===== config.mk =====
export PLATFORM = sky130hd
export DESIGN_NAME = pc_sequencer_flat
export DESIGN_NICKNAME = d
export VERILOG_FILES = /design/src/rtl/pc_sequencer_if.sv /design/src/rtl/pc_sequencer.sv /design/src/flat_wrapper.sv
export SDC_FILE = /design/constraint.sdc
export NUM_CORES = 1
export LEC_CHECK = 0
export ABC_CLOCK_PERIOD_IN_PS = 5600
export CORE_MARGIN = 1
export CORE_UTILIZATION = 50
export DETAILED_ROUTE_END_ITERATION = 8
export GPL_ROUTABILITY_DRIVEN = 0
export MAX_ROUTING_LAYER = met4
export PLACE_DENSITY = 0.79
export SLEW_MARGIN = 0
export SYNTH_ARGS = -nofsm -noshare
export SYNTH_HDL_FRONTEND = slang
export SYNTH_SLANG_ARGS = --single-unit

===== constraint.sdc =====
create_clock -name clk -period 5.6 [get_ports clk]
set_clock_uncertainty 0.2 [all_clocks]
set_input_delay 0.84 -clock clk [delete_from_list [all_inputs] [get_ports clk]]
set_output_delay 0.84 -clock clk [all_outputs]
set_load 0.05 [all_outputs]

===== src/rtl/pc_sequencer_if.sv =====
// Fetch-side bundle between pc_sequencer (master) and the control, hazard and
// imem logic around it (slave).
interface pc_sequencer_if;
  // Handshake: pc advances only on an edge where fetch_valid && imem_ready && !stall.
  // Redirect requests (jr/jump/branch_taken) are levels that the control unit holds
  // until that advance. A redirect seen while stall=1 is captured instead, and the
  // captured target is applied on the first unstalled edge without needing imem_ready.
  logic        stall;
  logic        imem_ready;
  logic        branch_taken;
  logic [31:0] branch_offset;
  logic        jump;
  logic [25:0] jump_target;
  logic        jr;
  logic [31:0] jr_addr;
  logic [31:0] pc;
  logic [31:0] pc_plus4;
  logic [1:0]  pc_sel;
  logic        fetch_valid;
  logic        redirect_pending;

  modport master (
    input  stall, imem_ready, branch_taken, branch_offset,
           jump, jump_target, jr, jr_addr,
    output pc, pc_plus4, pc_sel, fetch_valid, redirect_pending
  );

  modport slave (
    output stall, imem_ready, branch_taken, branch_offset,
           jump, jump_target, jr, jr_addr,
    input  pc, pc_plus4, pc_sel, fetch_valid, redirect_pending
  );
endinterface


===== src/rtl/pc_sequencer.sv =====
// Program-counter register and next-PC source selection, with a one-entry
// buffer for redirects that arrive while the pipeline is stalled.
module pc_sequencer #(
    parameter logic [31:0] RESET_PC = 32'h0000_0000
) (
    input  logic              clk,
    input  logic              reset,
    pc_sequencer_if.master    bus,
    output logic [1:0]        fsm_state
);

    localparam logic [31:0] RESET_PC_ALIGNED = {RESET_PC[31:2], 2'b00};

    typedef enum logic [1:0] {
        BOOT = 2'd0,
        RUN  = 2'd1,
        HOLD = 2'd2
    } state_t;

    state_t      state_q, state_d;
    logic [31:0] pc_q, pc_d;
    logic [31:0] pend_q, pend_d;
    logic [1:0]  psel_q, psel_d;

    logic [31:0] seq_t, br_t, j_t, jr_t, sel_t;
    logic [1:0]  win_sel;
    logic        redirect;

    always_comb begin
        seq_t    = pc_q + 32'd4;
        br_t     = seq_t + {bus.branch_offset[29:0], 2'b00};
        j_t      = {seq_t[31:28], bus.jump_target, 2'b00};
        jr_t     = {bus.jr_addr[31:2], 2'b00};
        redirect = bus.jr | bus.jump | bus.branch_taken;
        // jr > jump > branch > sequential
        if (bus.jr) begin
            win_sel = 2'd3;
            sel_t   = jr_t;
        end else if (bus.jump) begin
            win_sel = 2'd2;
            sel_t   = j_t;
        end else if (bus.branch_taken) begin
            win_sel = 2'd1;
            sel_t   = br_t;
        end else begin
            win_sel = 2'd0;
            sel_t   = seq_t;
        end
    end

    always_comb begin
        state_d              = state_q;
        pc_d                 = pc_q;
        pend_d               = pend_q;
        psel_d               = psel_q;
        bus.fetch_valid      = 1'b0;
        bus.redirect_pending = 1'b0;
        bus.pc_sel           = 2'd0;
        case (state_q)
            BOOT: begin
                state_d = RUN;
            end
            RUN: begin
                bus.fetch_valid = 1'b1;
                bus.pc_sel      = win_sel;
                if (!bus.stall) begin
                    if (bus.imem_ready) pc_d = sel_t;
                end else if (redirect) begin
                    pend_d  = sel_t;
                    psel_d  = win_sel;
                    state_d = HOLD;
                end
            end
            HOLD: begin
                bus.redirect_pending = 1'b1;
                bus.pc_sel           = psel_q;
                if (bus.stall) begin
                    // Newest redirect replaces the buffered one.
                    if (redirect) begin
                        pend_d = sel_t;
                        psel_d = win_sel;
                    end
                end else begin
                    pc_d    = pend_q;
                    pend_d  = 32'd0;
                    psel_d  = 2'd0;
                    state_d = RUN;
                end
            end
            default: begin
                state_d = BOOT;
            end
        endcase
    end

    always_ff @(posedge clk) begin
        if (reset) begin
            state_q <= BOOT;
            pc_q    <= RESET_PC_ALIGNED;
            pend_q  <= 32'd0;
            psel_q  <= 2'd0;
        end else begin
            state_q <= state_d;
            pc_q    <= pc_d;
            pend_q  <= pend_d;
            psel_q  <= psel_d;
        end
    end

    assign bus.pc       = pc_q;
    assign bus.pc_plus4 = seq_t;
    assign fsm_state    = state_q;

endmodule


===== src/flat_wrapper.sv =====
// flat-port wrapper written by rule: the top's interface ports become plain ports
module pc_sequencer_flat 
#(
    parameter logic [31:0] RESET_PC = 32'h0000_0000
)
  (clk, reset, fsm_state, bus_stall, bus_imem_ready, bus_branch_taken, bus_branch_offset, bus_jump, bus_jump_target, bus_jr, bus_jr_addr, bus_pc, bus_pc_plus4, bus_pc_sel, bus_fetch_valid, bus_redirect_pending);
  pc_sequencer_if bus_i ();
  input  logic clk;
  input  logic reset;
  output logic [1:0] fsm_state;
  input wire logic [$bits(bus_i.stall)-1:0] bus_stall;
  input wire logic [$bits(bus_i.imem_ready)-1:0] bus_imem_ready;
  input wire logic [$bits(bus_i.branch_taken)-1:0] bus_branch_taken;
  input wire logic [$bits(bus_i.branch_offset)-1:0] bus_branch_offset;
  input wire logic [$bits(bus_i.jump)-1:0] bus_jump;
  input wire logic [$bits(bus_i.jump_target)-1:0] bus_jump_target;
  input wire logic [$bits(bus_i.jr)-1:0] bus_jr;
  input wire logic [$bits(bus_i.jr_addr)-1:0] bus_jr_addr;
  output wire logic [$bits(bus_i.pc)-1:0] bus_pc;
  output wire logic [$bits(bus_i.pc_plus4)-1:0] bus_pc_plus4;
  output wire logic [$bits(bus_i.pc_sel)-1:0] bus_pc_sel;
  output wire logic [$bits(bus_i.fetch_valid)-1:0] bus_fetch_valid;
  output wire logic [$bits(bus_i.redirect_pending)-1:0] bus_redirect_pending;
  assign bus_i.stall = bus_stall;
  assign bus_i.imem_ready = bus_imem_ready;
  assign bus_i.branch_taken = bus_branch_taken;
  assign bus_i.branch_offset = bus_branch_offset;
  assign bus_i.jump = bus_jump;
  assign bus_i.jump_target = bus_jump_target;
  assign bus_i.jr = bus_jr;
  assign bus_i.jr_addr = bus_jr_addr;
  assign bus_pc = bus_i.pc;
  assign bus_pc_plus4 = bus_i.pc_plus4;
  assign bus_pc_sel = bus_i.pc_sel;
  assign bus_fetch_valid = bus_i.fetch_valid;
  assign bus_redirect_pending = bus_i.redirect_pending;
  pc_sequencer #(.RESET_PC(RESET_PC)) u_core (.clk(clk), .reset(reset), .bus(bus_i), .fsm_state(fsm_state));
endmodule

==> results.tsv <==
stage	metric	value	unit
outcome	outcome	finished, final reports clean	
critical_path	delay-heaviest family, CP	compound AO/OA/AOI/OAI gates	
yosys	Syn Nets	990	
timing	worst slew pin tran	809	ps
critical_path	slowest stage delay, CP	580	ps
placement	IO Port Bufs	162	
layout	register area	1360	sq um
layout	layout net count	1116	
layout	# diodes	0	
critical_path	CP max-delay cell	or4_4	
clock_tree	CTS buffer count	9	
run	MaxCap Viol Count	0	
clock_tree	maximum clock insertion buffer count	2	
yosys	Synth Register Bits	68	
critical_path	Worst EP required	5640	ps
drt	DRT iter0 DRCs	824	
drt	DR pass1 iterations	5	
floorplan	initial core utilization	0.514	
floorplan	I/O pin count	167	
floorplan	site row count	40	
drt	Vias/cell	6.18	
global_route	first-pass GRT wire length	33000	microns
pwr	Leak Pwr	3.24	nW
yosys	sequential share of the synthesized area	0.220	
timing	# setup viols final	0	
drt	remaining antenna violation count	0	
clock_tree	clk_lat worst skew	330	ps
pwr	Power Dens Cells	237	nW/um^2
drt	DR WL/cell	18.8	microns
yosys	synth cell count leaders	93 x nand2_1, 89 x nor2_1, 84 x a21oi_1, 68 x dfxtp_1, 58 x o21ai_0	
timing	final number of hold-violating endpoints	0	
global_route	met1 GRT Util	0.467	
yosys	most frequent cell after synthesis	nand2_1	
clock_tree	postcts setup bufs	0	
worst_hold_path	min-delay worst type	flop to flop	
global_route	busiest grt layer	met2	
timing	min cycle time layout	4950	ps
drt	Vias	6978	
timing	final-report max-slew violation count	0	
drt	drt total wl	21200	microns
layout	Area Overhead vs Synth	31.4	%
critical_path	crit end category	flop	
yosys	Synth top area share	0.220	
clock_tree	htree depth	3	
critical_path	CP arrival	4980	ps
clock_tree	CTS Hold Buffers Added	0	
global_route	M3 GR Usage	0.0482	
layout	share of cells above drive strength 1	0.0458	
layout	FILL cells	1089	
yosys	Post-Syn Area	6180	sq um
timing	setup TNS	0	ps
pwr	peak supply drop	218	uV
critical_path	Critical Path Fanout Max	8	
yosys	Top FF cell, synth	dfxtp_1	
critical_path	cells along the critical path	nand4_2 > or4_4 > or2_2 > nor2_1 > xor2_1 > ha_1 > nand2_1 > o21ai_0 > nor2_1 > o21a_1 > a21oi_1 > a21boi_0 > xor2_1 > a211oi_1 > a211oi_1 > o41ai_1	
floorplan	Core ar.	12000	sq um
layout	multi-input combinational cell area	4510	sq um
global_route	Total GRT Usage	0.338	
critical_path	WS Path Type	flop to flop	
clock_tree	CTS tree	built	
yosys	Mapped Avg Cell Area	7.25	sq um
yosys	async set-reset flop share out of synthesis	0	
clock_tree	Post-CTS Resized	0	
critical_path	WP buf/inv	0	
clock_tree	Worst-path clk slew	50	ps
global_route	met2 Usage GRT	0.506	
placement	HPWL Detailed	16100	microns
timing	Slew headroom	0.446	
clock_tree	Sinks on Clock Net	68	
yosys	cell taking the most area after synthesis	dfxtp_1	
global_route	GRT overflow	0	
global_route	initial antenna violation count	0	
yosys	EDFF count, synth	0	
clock_tree	clk root buf	clkbuf_16	
yosys	YS warnings	0	
timing	unrepaired setup endpoints after global routing	no	
pwr	total power	0.00193	W
timing	period utilization	0.883	
floorplan	Die ar.	12800	sq um
yosys	cells after synthesis	852	
global_route	vias in the first global route	6229	
critical_path	Startpoint Class	flop	
timing	Fmax	0.202	GHz
yosys	synth top area cells	dfxtp_1 22%, ha_1 8.1%, a21oi_1 6.8%	
drt	DRC	0	
floorplan	Die Ht	113	microns
timing	worst hold slack	248	ps
global_route	largest net degree at the start of global routing	50	
yosys	Yosys cell types	72	
floorplan	die width	113	microns
[where the power goes]
part	leakage (nW)	switching (W)	total, W	internal (W)
logic	2.54	0.000507	0.000814	0.000308
clock network	0.140	0.000202	0.000537	0.000336
registers	0.553	0.0000484	0.000574	0.000526
total	3.24	0.000757	0.00193	0.00117
[metal layers]
layer,up-vias,part of all wire
li1,3379,-
met1,3194,0.45
met2,365,0.43
met3,40,0.092
met4,0,0.024
met5,-,0
[tightest hold or removal path, delay by kind of cell (launching register included)]
kind	cells	cell delay, ps
compound gates	1	60
flops	1	310
simple gates	1	40
[cell usage in the layout (no fill, tap or decap), types with 19 or more instances in the layout]
master / n
inv_1: 20
xnor2_1: 29
nand2_1: 93
a21oi_1: 83
nor2_1: 89
clkdlybuf4s50_1: 160
nand3_1: 25
o21ai_0: 58
a21o_1: 19
ha_1: 39
dfxtp_1: 68
[cell families (layout without fill, tap and decap cells)]
kind of cell,count (synthesis),after routing,synth area share
flops,68,68,0.220
simple gates,302,302,0.234
compound gates,297,297,0.314
xor+xnor,48,48,0.0711
fa+ha+maj,41,41,0.0843
buf+inv,80,211,0.0500
mux,16,16,0.0261
[final timing paths]
| check | startpoint | endpoint | slack, ps | depth (start not counted) |
|---|---|---|---|---|
| worst min-delay path | u_core.pend_q[13] | u_core.pend_q[13] | 250 | 2 |
| worst max register to register | u_core.bus.pc[8] | u_core.bus.pc[27] | 650 | 16 |
| worst max-delay path | u_core.bus.pc[8] | u_core.bus.pc[27] | 650 | 16 |
| worst min register to register | u_core.pend_q[13] | u_core.pend_q[13] | 250 | 2 |
[registers in the layout, indices dropped and copies added, names as in the netlist, named ones only]
signal,flops
u_core.fsm_state,2
u_core.psel_q,2
u_core.pend_q,26
u_core.bus.pc,32
[metrics by stage]
step	instance area [sq um]	utilization	instances	setup WS, ps
2_1_floorplan	6180	-	852	327
3_3_place_gp	7830	0.652	1114	851
3_5_place_dp	7830	0.652	1114	801
4_1_cts	8120	0.676	1130	764
5_1_grt	8120	0.676	1130	481
6_report	8120	0.676	1130	653
[cell type report]
class	count	area share
clock buffers	15	0.0342
repair buffers	172	0.208
flip-flops and latches	68	0.168
inverters	23	0.0106
well taps	147	0.0227
clock inverters	1	0.000617
multi-input cells	704	0.556
Note: power is estimated with default switching activity, not from simulation.
